`config.mk`:
```
export PLATFORM = sky130hd
export DESIGN_NAME = word_derotator_pipe
export DESIGN_NICKNAME = d
export VERILOG_FILES = /design/src/rtl/word_derotator_pipe.sv
export SDC_FILE = /design/constraint.sdc
export NUM_CORES = 1
export LEC_CHECK = 0
export CAP_MARGIN = 20
export CORE_MARGIN = 3
export CORE_UTILIZATION = 45
export DETAILED_ROUTE_END_ITERATION = 6
export HOLD_SLACK_MARGIN = 0.12
export PLACE_DENSITY = 0.69
export REMOVE_ABC_BUFFERS = 1
export SLEW_MARGIN = 20
export SYNTH_ARGS = -nofsm -noshare
export SYNTH_HDL_FRONTEND = slang
export SYNTH_SLANG_ARGS = --single-unit
```
`constraint.sdc`:
```
create_clock -name clk -period 1.5 [get_ports clk]
set_input_delay 0.15 -clock clk [delete_from_list [all_inputs] [get_ports clk]]
set_output_delay 0.15 -clock clk [all_outputs]
set_load 0.02 [all_outputs]
```
`src/rtl/word_derotator_pipe.sv`:
```
// word_derotator_pipe
// Undoes the ingress word rotation on the egress side of the crossbar.
// Output word k is input word (k - shift) mod N. The rotation is split into
// one register stage per shift bit: stage i rotates toward higher word
// indices by 2^i words when bit i of the beat's tag is set. Every stage has
// a valid bit and its own advance condition, so bubbles are squeezed out
// even while the output is stalled.

module word_derotator_pipe #(
    parameter int N       = 8,
    parameter int W       = 8,
    parameter int SHIFT_W = $clog2(N)
) (
    input  logic                 clk,
    input  logic                 rst_n,
    input  logic                 in_valid,
    output logic                 in_ready,
    input  logic [N*W-1:0]       in_bus,
    input  logic [SHIFT_W-1:0]   in_shift,
    output logic                 out_valid,
    input  logic                 out_ready,
    output logic [N*W-1:0]       out_bus,
    output logic [SHIFT_W-1:0]   out_shift,
    output logic                 busy
);

    localparam int BW = N * W;

    logic [SHIFT_W-1:0] validQ;
    logic [BW-1:0]      busQ [SHIFT_W];
    logic [SHIFT_W-1:0] tagQ [SHIFT_W];

    logic [SHIFT_W-1:0] advance;
    logic [SHIFT_W-1:0] validD;
    logic [BW-1:0]      busD [SHIFT_W];
    logic [SHIFT_W-1:0] tagD [SHIFT_W];

    // Moves every word amt positions toward higher indices, wrapping the top
    // words around to the bottom. N is a power of two, so the mask is the
    // modulo.
    function automatic logic [BW-1:0] rotateUp(input logic [BW-1:0] bus, input int amt);
        logic [BW-1:0] r;
        r = '0;
        for (int k = 0; k < N; k++) begin
            r[k*W +: W] = bus[((k - amt) & (N - 1)) * W +: W];
        end
        return r;
    endfunction

    // A stage may advance if it is empty or any stage after it is empty, or
    // the output is being taken; written flat so no stage waits on another's result.
    always_comb begin
        advance = '0;
        for (int i = 0; i < SHIFT_W; i++) begin
            advance[i] = out_ready;
            for (int j = i; j < SHIFT_W; j++) begin
                if (!validQ[j]) begin
                    advance[i] = 1'b1;
                end
            end
        end
    end

    // What each stage would load: the previous stage (or the input port),
    // rotated by this stage's power-of-two amount when its tag bit is set.
    always_comb begin
        validD[0] = in_valid;
        tagD[0]   = in_shift;
        busD[0]   = in_shift[0] ? rotateUp(in_bus, 1) : in_bus;
        for (int i = 1; i < SHIFT_W; i++) begin
            validD[i] = validQ[i-1];
            tagD[i]   = tagQ[i-1];
            busD[i]   = tagQ[i-1][i] ? rotateUp(busQ[i-1], 1 << i) : busQ[i-1];
        end
    end

    // Pipeline registers; payload only loads with a valid beat so the last
    // stage keeps showing the previous beat once it has drained.
    always_ff @(posedge clk or negedge rst_n) begin
        if (!rst_n) begin
            validQ <= '0;
            for (int i = 0; i < SHIFT_W; i++) begin
                busQ[i] <= '0;
                tagQ[i] <= '0;
            end
        end else begin
            for (int i = 0; i < SHIFT_W; i++) begin
                if (advance[i]) begin
                    validQ[i] <= validD[i];
                    if (validD[i]) begin
                        busQ[i] <= busD[i];
                        tagQ[i] <= tagD[i];
                    end
                end
            end
        end
    end

    assign in_ready  = advance[0];
    assign out_valid = validQ[SHIFT_W-1];
    assign out_bus   = busQ[SHIFT_W-1];
    assign out_shift = tagQ[SHIFT_W-1];
    assign busy      = |validQ;

endmodule

```
==> Word level (Yosys, flattened, before mapping) <==
Index checks and enable logic that the tools add are counted.
Widths: inputs -> output; s select.
{ "word_totals": {"reg_bits": 204, "memories": 0, "inputBits": 71, "out_inout_bits": 70, "ramBits": 0, "latchBits": 0, "rom_bits": 0} }
{ "classes": {"div": 0, "mux": 9, "n_eq_ne": 0, "bitwise": 0, "order_cmp": 0, "n_addsub": 0, "reduce_logical": 4, "multipliers": 0, "shifts": 0} }
{ "ops": {"columns": ["cell", "count"], "rows": [
  ["$mux 64", 3],
  ["$mux 1", 6],
  ["$reduce_and 2->1", 3],
  ["$reduce_or 3->1", 1]
]} }

==> Depth between registers and ports, before layout <==
Gate-level depths: netlist (run 1).
{ "logic_depth": {"word_depth": 4, "ltp_mapped": 5, "mapped_depth_nobuf": 3} }

==> Worst setup path before layout (run 1) <==
Ideal clock, no wire load.
{ "synth_timing": {"path_kind": "register to register", "start": "register validQ[2]", "end": "register busQ[102] (netlist bit)", "t_arrival_ps": 1426, "stages_incl_launch_ff": 6, "slack_ps": -50, "path_buffers": 2, "setup_time_ps": 125, "path_cell_list": "dfrtp_1 nand2b_1 o21ai_2 buf_4 buf_6 mux2_2"} }
{ "synth_via": {"elab_chain_len": 2} }
{ "synth_lines": {"columns": ["element", "line", "text"], "rows": [
  ["start: declaration", "29", "logic [SHIFT_W-1:0] validQ;"],
  ["start signal: indexed assignment", "89", "validQ[i] <= validD[i];"],
  ["$mux 1", "57", "if (!validQ[j]) begin"],
  ["$reduce_and 2->1 (no source line)", null, null],
  ["end signal: indexed assignment", "91", "busQ[i] <= busD[i];"],
  ["end: declaration", "30", "logic [BW-1:0] busQ [SHIFT_W];"]
]} }
No other way between the ends.
A chain may end at the register's enable or synchronous reset.

==> Final worst setup path (run 1) <==
{ "layout_timing": {"start": "register validQ[2]", "end": "register busQ[78] (netlist bit)"} }
The elaborated chain is that of the path after synthesis.

==> flow_summary_export.csv, run 1 <==
group,metric,value,unit
run_status,status,"complete, but fails checks",
run_status,violations,"negative setup slack",
grt,first_global_vias,7178,
clocking,htree_levels,1,
route,vias,7171,
die,die-area,24600,µm²
synthesis,synth_compound_area_frac,0.135,
timing,period_minus_slack,1600,ps
timing,hold_viol_final,0,
grt,grt_max_degree,65,
synthesis,syn_area,10200,µm²
final_layout,drive_gt1_frac,0.283,
pwr,vdd_drop_max,0.000776,V
synthesis,yosysUniqueCellTypes,19,
critical_path,r2r-start,"validQ[2]",
synthesis,ys_seq_elements,204,
timing,setup_viol,64,
clocking,cts_tree,"done",
placed_design,place_area,11700,µm²
placed_design,io_buffers,140,
route,first_iter_violations,307,
grt,grt_pass1_wl,37400,µm
clocking,cts_buffer_depth,3,
timing,drv_slew,0,
grt,grtUsageTotal,0.187,
timing,fin_ws,-104,ps
die,io_pins,141,
worst_hold_path,min_path_type,"in2async",
die,die_h,157,µm
pwr,p_per_area,1590,nW/µm²
critical_path,arrival,1980,ps
clocking,clk_latency,490,ps
route,wl,25100,µm
synthesis,synthAdderAreaFrac,0,
synthesis,synthSimpleGateAreaFrac,0.00404,
grt,antenna_found_initial,0,
critical_path,cp.required,1880,ps
route,wl_per_cell,19.9,µm
timing,fin_crit_sh,1.07,
critical_path,worstPathMaxFanout,10,
die,std_cell_rows,54,
route,ant_nets,0,
final_layout,stdcell_area,13100,µm²
clocking,clk_pin_slew,60,ps
final_layout,diodes,0,
clocking,numCtsBuffers,22,
pwr,p_leak,0.00563,µW
final_layout,nNetsFinal,1037,
synthesis,synth_top_family_by_area,"multiplexers",
synthesis,synth_top_area_share,0.500,
timing,fmax,0.624,GHz
clocking,cts.sinks,204,
placed_design,post-place-ws,-259,ps
final_layout,syn2layout_area_growth,28.7,%
timing,worst_pin_slew,398,ps
die,coreArea,22100,µm²
placed_design,post-dp-hpwl,15300,µm
final_layout,mostFrequentLayoutCells,"dfrtp_1 (201), a21oi_1 (163), mux2i_1 (128)",
die,initial_core_util,0.463,
synthesis,seq_area_frac_synth,0.500,
timing,rsz0062_at_grt,"yes",
clocking,root_buffer,"clkbuf_16",
grt,overflow,0,
synthesis,synth_mux_area_frac,0.276,
route,route.detailed.drc,0,
critical_path,worstSetupPathType,"reg2reg",
timing,skew,9.04,ps
synthesis,syn_inst,877,
synthesis,synth.area.top_cells,"dfrtp_1 (50%), mux2_2 (13%), mux2i_1 (13%), a21oi_1 (9.4%), buf_4 (4.9%)",
timing,slew_headroom,0.734,
synthesis,synthXorXnorAreaFrac,0,
route,firstDrtPassIters,4,
critical_path,crit_path_end_kind,"flip-flop",
final_layout,final_common_cell,"dfrtp_1",
placed_design,place_congestion,0.784,
die,dieWidth,157,µm
synthesis,synth.avg_cell_area,11.7,µm²
final_layout,fillers,1846,
timing,final.setup.tns,-3920,ps
synthesis,synth_top_area_cell,"dfrtp_1",
flow_run,cap_violations,0,
critical_path,crit_start,"validQ[2]",
synthesis,yosysWarnings,0,
critical_path,worstSetupStartpointType,"flip-flop",
route,post_drt_via_cell_ratio,5.69,
==> repair_timing <==
action | in CTS | in global routing
buffers inserted | 8 | 3
hold buffers | 2 | 0
hold endpoints to repair | 209 | 0
pin swaps | 3 | 2
gates resized for setup | 97 | 108
setup endpoints to repair | 99 | 139
gates cloned | 1 | 12
==> synthesized netlist by cell type <==
master    count
dfrtp_1     204
clkbuf_1     36
buf_1         3
o21ai_2       1
a21oi_1     192
inv_2         1
buf_6         6
o21bai_1      1
mux2_2      122
a31oi_1      64
nand2_1       2
mux2i_1     128
buf_2        30
buf_4        67
nand2b_1      2
mux2_1       15
or3_1         1
nand4b_1      1
and2_0        1
==> worst max-delay path: stages (launching register included) <==
cell	delay, ps
dfrtp_1	400
buf_6	120
nand2b_4	60
o21ai_4	180
buf_12	190
clkbuf_16	180
mux2_2	340
==> per-stage QoR <==
stage | power (µW) | util | hold WS [ps] | instances
2_1_floorplan | 12300 | - | -146 | 735
3_3_place_gp | 15400 | 0.528 | 95.4 | 1197
3_5_place_dp | 15500 | 0.528 | 98.6 | 1197
4_1_cts | 20300 | 0.564 | 130 | 1246
5_1_grt | 22100 | 0.595 | 159 | 1260
6_report | 20900 | 0.595 | 139 | 1260
==> metal layers <==
metal  GRT usage  wire length [µm]
met4      0.0388               320
met2       0.312             12100
met3      0.0265              1180
met1       0.261             11500
met5           0                 0
==> final cells by class <==
class | instances | area (µm²) | share of cell area
Sequential cell | 204 | 5110 | 0.389
Multi-Input combinational cell | 530 | 4620 | 0.352
Timing Repair Buffer | 207 | 2370 | 0.180
Clock buffer | 32 | 629 | 0.0479
Tap cell | 280 | 350 | 0.0266
Clock inverter | 6 | 61.3 | 0.00466
Inverter | 1 | 3.75 | 0.000286
==> where the power goes <==
part / switching (µW) / internal, µW
combinational: 3500 / 3690
clock: 2120 / 3080
sequential: 1290 / 7210
total: 6920 / 14000
==> sequential cells by signal (all words and copies together) (netlist names) <==
register and flops:
validQ 3, tagD 6, out_shift 3, out_bus 64
busQ 128
==> worst paths after layout <==
kind / endpoint / slack [ps] / cells past startpoint
min reg2reg: out_shift[0] / 500 / 1
max reg2reg: busQ[78] / -100 / 6
max: busQ[78] / -100 / 6
min: busQ[164] / 140 / 2
min in group clk: busQ[135] / 210 / 3
max in group asynchronous: tagD[2] / 740 / 3
==> kinds of logic after synthesis <==
| kind of cell | after synthesis |
|---|---|
| muxes | 265 |
| and+or+nand+nor | 7 |
| DFF | 204 |
| buffers and inverters | 143 |
| AOI/OAI and AO/OA | 258 |
(Power assumes the default switching activity.)
==> inputs of run 2 (changes only) <==
- PLACE_DENSITY: 0.69 -> 0.67
- SLEW_MARGIN: 20 -> unset
- clock period: 1.5 -> 2 ns (I/O delays scaled with it)
==> run 2 against run 1 <==
Compared with the run above: the run now ends clean; clock skew decreased by 2.3 ps; largest cell class unchanged; critical path depth decreased by 2; die area unchanged; design area decreased by 6.1%; via count decreased by 5.4%; global-route usage decreased by 0.49 points; sequential share of layout area increased by 2.5 points; clock power decreased by 21%; clock-buffer cell count decreased by 4; worst hold slack improved by 19 ps; flip-flop and latch count unchanged; combinational power decreased by 29%.
==> flow_summary_export.csv, run 2 (same netlist as run 1, synthesis figures left out) <==
group,metric,value,unit
pwr,power_frac_comb,0.327,
pwr,p_seq_frac,0.409,
critical_path,worstPathMaxFanout,44,
pwr,p_per_area,1260,nW/µm²
timing,rsz0062_at_grt,"no",
critical_path,crit_chain,"nand4b_1 -> buf_12 -> buf_16 -> buf_12",
critical_path,cp.required,1800,ps
placed_design,io_buffers,140,
critical_path,crit_path_end_kind,"output port",
run_status,status,"complete, no violations",
die,coreArea,22100,µm²
route,wl_met3,1110,µm
final_layout,top_register,"busQ",
clocking,cts_setup_buffers,0,
route,met2_length,10700,µm
timing,period_minus_slack,1920,ps
timing,setup_viol,0,
clocking,cts_buffer_depth,3,
timing,fmax,0.522,GHz
route,wl_per_cell,18.2,µm
timing,skew,6.77,ps
final_layout,instances_no_fill,1230,
clocking,numCtsBuffers,22,
critical_path,worstSetupPathType,"reg2out",
worst_hold_path,min_path_type,"in2reg",
critical_path,cp_slowest_cell,"dfrtp_1",
timing,whs,158,ps
final_layout,stdcell_area,12300,µm²
final_layout,nNetsFinal,1005,
timing,hold_viol_final,0,
pwr,power.switching,5040,µW
route,wl,22400,µm
grt,first_global_vias,6885,
route,post_drt_via_cell_ratio,5.52,
final_layout,mostFrequentLayoutCells,"dfrtp_1 (201), a21oi_1 (192), clkdlybuf4s50_1 (135)",
timing,worst_pin_slew,546,ps
final_layout,final_common_cell,"dfrtp_1",
route,ant_nets,0,
final_layout,syn2layout_area_growth,20.8,%
die,dieWidth,157,µm
placed_design,post-dp-hpwl,14800,µm
timing,fin_crit_sh,0.959,
grt,grtUsageTotal,0.182,
clocking,clk_pin_slew,60,ps
clocking,root_buffer,"clkbuf_16",
critical_path,crit_path_frequent_cell,"buf_12",
final_layout,drive_gt1_frac,0.216,
die,die_h,157,µm
clocking,htree_levels,1,
pwr,power_frac_clock,0.264,
timing,slew_headroom,0.636,
placed_design,dp.cells,1188,
final_layout,largest_reg_flops,128,
grt,overflow,0,
die,die-area,24600,µm²
clocking,cts.sinks,204,
clocking,clk_latency,500,ps
grt,grt_pass1_wl,36600,µm
pwr,p_sw_frac,0.323,
route,route.detailed.drc,0,
timing,drv_slew,0,
pwr,vdd_drop_max,0.000485,V
route,top_layer,"met4",
critical_path,arrival,1720,ps
route,vias,6784,
placed_design,place_area,11600,µm²
timing,final.setup.tns,0,ps
grt,grt_max_degree,63,
route,first_iter_violations,313,
placed_design,place_congestion,0.738,
die,std_cell_rows,54,
die,io_pins,141,
final_layout,diodes,0,
critical_path,crit_path_max_incr_delay,440,ps
clocking,cts_tree,"done",
flow_run,cap_violations,0,
critical_path,worstSetupStartpointType,"flip-flop",
pwr,p_leak,0.00507,µW
grt,antenna_found_initial,0,
die,initial_core_util,0.463,
route,firstDrtPassIters,4,
pwr,internal-power,10600,µW
route,wirelength_met1,10400,µm
run 2: changes by cell type in the layout (fill, tap and decap cells not counted), moves of 10 or more:
cell,change
a21oi_2,-28
mux2_2,+46
clkbuf_16,-10
a21oi_1,+29
clkdlybuf4s50_1,+68
mux2_1,+13
mux2_4,-59
dlygate4sd2_1,-66
run 2: repair_timing:
item,CTS,global route
endpoints found under the setup margin,2,0
resized for setup,2,0
hold buffers,1,0
endpoints found under the hold margin,85,0
run 2: power groups by stage:
stage                     Clock, µW  Sequential, µW  Combinational (µW)
final                          4120            6380                5100
after global routing           4430            6550                5520
after CTS                      4240            6390                5170
after detailed placement          0            6450                5120
after global placement            0            6430                5050
after floorplan                   0            7060                2140
run 2: layer usage:
metal | vias up | global-route usage
met2 | 138 | 0.303
met3 | 24 | 0.0254
li1 | 3260 | -
met4 | 0 | 0.0333
met1 | 3362 | 0.258
met5 | - | 0
run 2: worst paths after layout:
path                            from          end  slack, ps  cells past startpoint
setup / recovery           validQ[0]     in_ready         80                      4
hold / removal              in_valid    busQ[145]        160                      2
setup reg to reg             tagD[2]  out_bus[54]        440                      3
hold reg to reg              tagD[3]      tagD[3]        500                      1
max in group asynchronous      rst_n      tagD[4]       1120                      3
min in group asynchronous      rst_n    busQ[167]        260                      2
run 2: worst max-delay path, delay by kind of cell (launching register included):
family | cells | cell delay (ps)
simple gates | 1 | 190
flops | 1 | 440
buf+inv | 3 | 580
run 2: layout make-up:
| class | instances | area [µm²] |
|---|---|---|
| repair buffers | 175 | 1880 |
| fillers | 1880 | 9750 |
| multi-input cells | 530 | 4250 |
| clock buffers | 28 | 624 |
| well taps | 280 | 350 |
| flip-flops and latches | 204 | 5110 |
| inverters | 1 | 3.75 |
| clock inverters | 12 | 119 |
run 2: stage by stage:
| stage | setup WS, ps | util | power [µW] |
|---|---|---|---|
| after floorplan | -3870 | - | 9200 |
| after global placement | 234 | 0.523 | 11500 |
| after detailed placement | 217 | 0.523 | 11600 |
| after CTS | 54.9 | 0.559 | 15800 |
| after global routing | 18.1 | 0.559 | 16500 |
| final | 83.0 | 0.559 | 15600 |
==> inputs of run 3 (changes only) <==
- REMOVE_ABC_BUFFERS: 1 -> unset
==> run 3 against run 2 <==
Compared with the run above: first-iteration DRC count increased by 64%; global-route usage is 2.2 points higher; register-to-register slack got worse by 120 ps; sequential share of layout area is 0.62 points higher; worst setup slack better by 37 ps; maximum frequency rose by 2.0%; clock power fell by 5.8%; critical path type unchanged; highest routed layer unchanged.
==> flow_summary_export.csv, run 3 (same netlist as run 1, synthesis figures left out) <==
group,metric,value,unit
final_layout,diodes,0,
critical_path,crit_path_max_incr_delay,430,ps
clocking,numCtsBuffers,22,
route,post_drt_via_cell_ratio,5.63,
critical_path,cp_slowest_cell,"dfrtp_1",
route,firstDrtPassIters,5,
timing,setup_viol,0,
pwr,p_total,15500,µW
critical_path,crit_chain,"or3_1 -> dlygate4sd2_1",
die,std_cell_rows,54,
grt,grtUsageTotal,0.204,
clocking,cts_tree,"done",
final_layout,final_common_cell,"dfrtp_1",
final_layout,top_register,"busQ",
route,ant_nets,0,
critical_path,crit_path_end_kind,"output port",
clocking,clk_pin_slew,60,ps
critical_path,crit_start,"validQ[0]",
flow_run,cap_violations,0,
pwr,power_frac_clock,0.250,
final_layout,nNetsFinal,998,
timing,slew_headroom,0.621,
grt,first_global_vias,6792,
timing,whs,182,ps
final_layout,syn2layout_area_growth,19.0,%
timing,final.setup.tns,0,ps
route,wl,24900,µm
synthesis,syn-num-nets,948,
critical_path,worstSetupStartpointType,"flip-flop",
clocking,cts_setup_buffers,0,
placed_design,place_congestion,0.876,
grt,antenna_found_initial,0,
timing,fin_ws,120,ps
route,route.detailed.drc,0,
die,io_pins,141,
critical_path,worstSetupPathType,"reg2out",
pwr,power.switching,5140,µW
timing,fmax,0.532,GHz
die,coreArea,22100,µm²
clocking,htree_levels,1,
worst_hold_path,hold_start,"in_valid",
timing,drv_slew,0,
timing,rsz0062_at_grt,"no",
clocking,root_buffer,"clkbuf_16",
placed_design,io_buffers,140,
die,initial_core_util,0.463,
pwr,vdd_drop_max,0.000491,V
clocking,cts.sinks,204,
pwr,p_leak,0.00497,µW
final_layout,instances_no_fill,1222,
critical_path,arrival,1680,ps
clocking,clk_latency,500,ps
placed_design,post-dp-hpwl,17900,µm
grt,overflow,0,
final_layout,drive_gt1_frac,0.203,
worst_hold_path,min_path_type,"in2reg",
final_layout,largest_reg_flops,128,
placed_design,post-place-ws,127,ps
timing,skew,9.17,ps
pwr,p_seq_frac,0.413,
timing,hold_viol_final,0,
run_status,status,"complete, no violations",
grt,grt_max_degree,85,
timing,period_minus_slack,1880,ps
final_layout,mostFrequentLayoutCells,"dfrtp_1 (201), a21oi_1 (192), clkdlybuf4s50_1 (135)",
pwr,p_per_area,1270,nW/µm²
critical_path,worstPathMaxFanout,4,
die,die-area,24600,µm²
die,dieWidth,157,µm
placed_design,dp.cells,1182,
clocking,cts_buffer_depth,3,
route,vias,6881,
timing,worst_pin_slew,568,ps
route,first_iter_violations,512,
grt,grt_pass1_wl,39400,µm
pwr,internal-power,10400,µW
critical_path,cp.required,1800,ps
die,die_h,157,µm
critical_path,r2r-start,"validQ[1]",
pwr,p_sw_frac,0.332,
timing,fin_crit_sh,0.940,
route,wl_per_cell,20.3,µm
pwr,power_frac_comb,0.337,
[run 3: changes by cell type in the layout (fill, tap and decap cells not counted), moves of 2 or more]
cell        before  now
bufinv_16        2    0
clkinv_2         7    3
clkbuf_1         2    7
buf_4           21   18
clkinvlp_4       2    0
clkbuf_8         4    6
buf_12          14   11
[run 3: final timing paths]
path,end,slack (ps),cells after the start
worst max register to register,busQ[113],320,5
min in group asynchronous,out_bus[23],270,2
worst max-delay path,busy,120,2
worst min register to register,tagD[5],500,1
max in group asynchronous,busQ[130],1030,3
worst min-delay path,busQ[177],180,2
[run 3: metal layers]
metal	vias to the layer above	wire, µm	global-route usage
li1	3259	-	-
met1	3384	12500	0.327
met4	0	392	0.0421
met2	211	10400	0.288
met5	-	0	0
met3	27	1540	0.0368
[run 3: worst max-delay path: cells and delay by family, from the launching register on]
family                 cells  cell delay (ps)
buffers and inverters      1              350
DFF                        1              430
and+or+nand+nor            1              410
[run 3: through the flow]
stage	instance area [µm²]	utilization
6_report	12200	0.550
4_1_cts	12200	0.550
3_3_place_gp	11500	0.519
5_1_grt	12200	0.550
3_5_place_dp	11500	0.519
2_1_floorplan	10200	-
[run 3: power by group through the flow]
| stage | clock [µW] | sequential (µW) | combinational (µW) |
|---|---|---|---|
| CTS | 3960 | 6420 | 5260 |
| finish | 3880 | 6400 | 5220 |
| floorplan | 0 | 6070 | 4030 |
| global placement | 0 | 6430 | 5170 |
| detailed placement | 0 | 6480 | 5230 |
| global route | 4120 | 6590 | 5650 |
[run 3: layout make-up]
cell class                 count  area [µm²]
tap                          280         350
fill                        1881        9930
clock buffer                  35         671
timing repair buffer         168        1750
multi-input combinational    530        4250
inverter                       1        3.75
sequential                   204        5110
clock inverter                 4        23.8
[run 3: timing repair]
item	CTS	global route
hold buffers	1	0
setup endpoints to repair	2	0
gates resized for setup	2	0
hold endpoints to repair	62	0
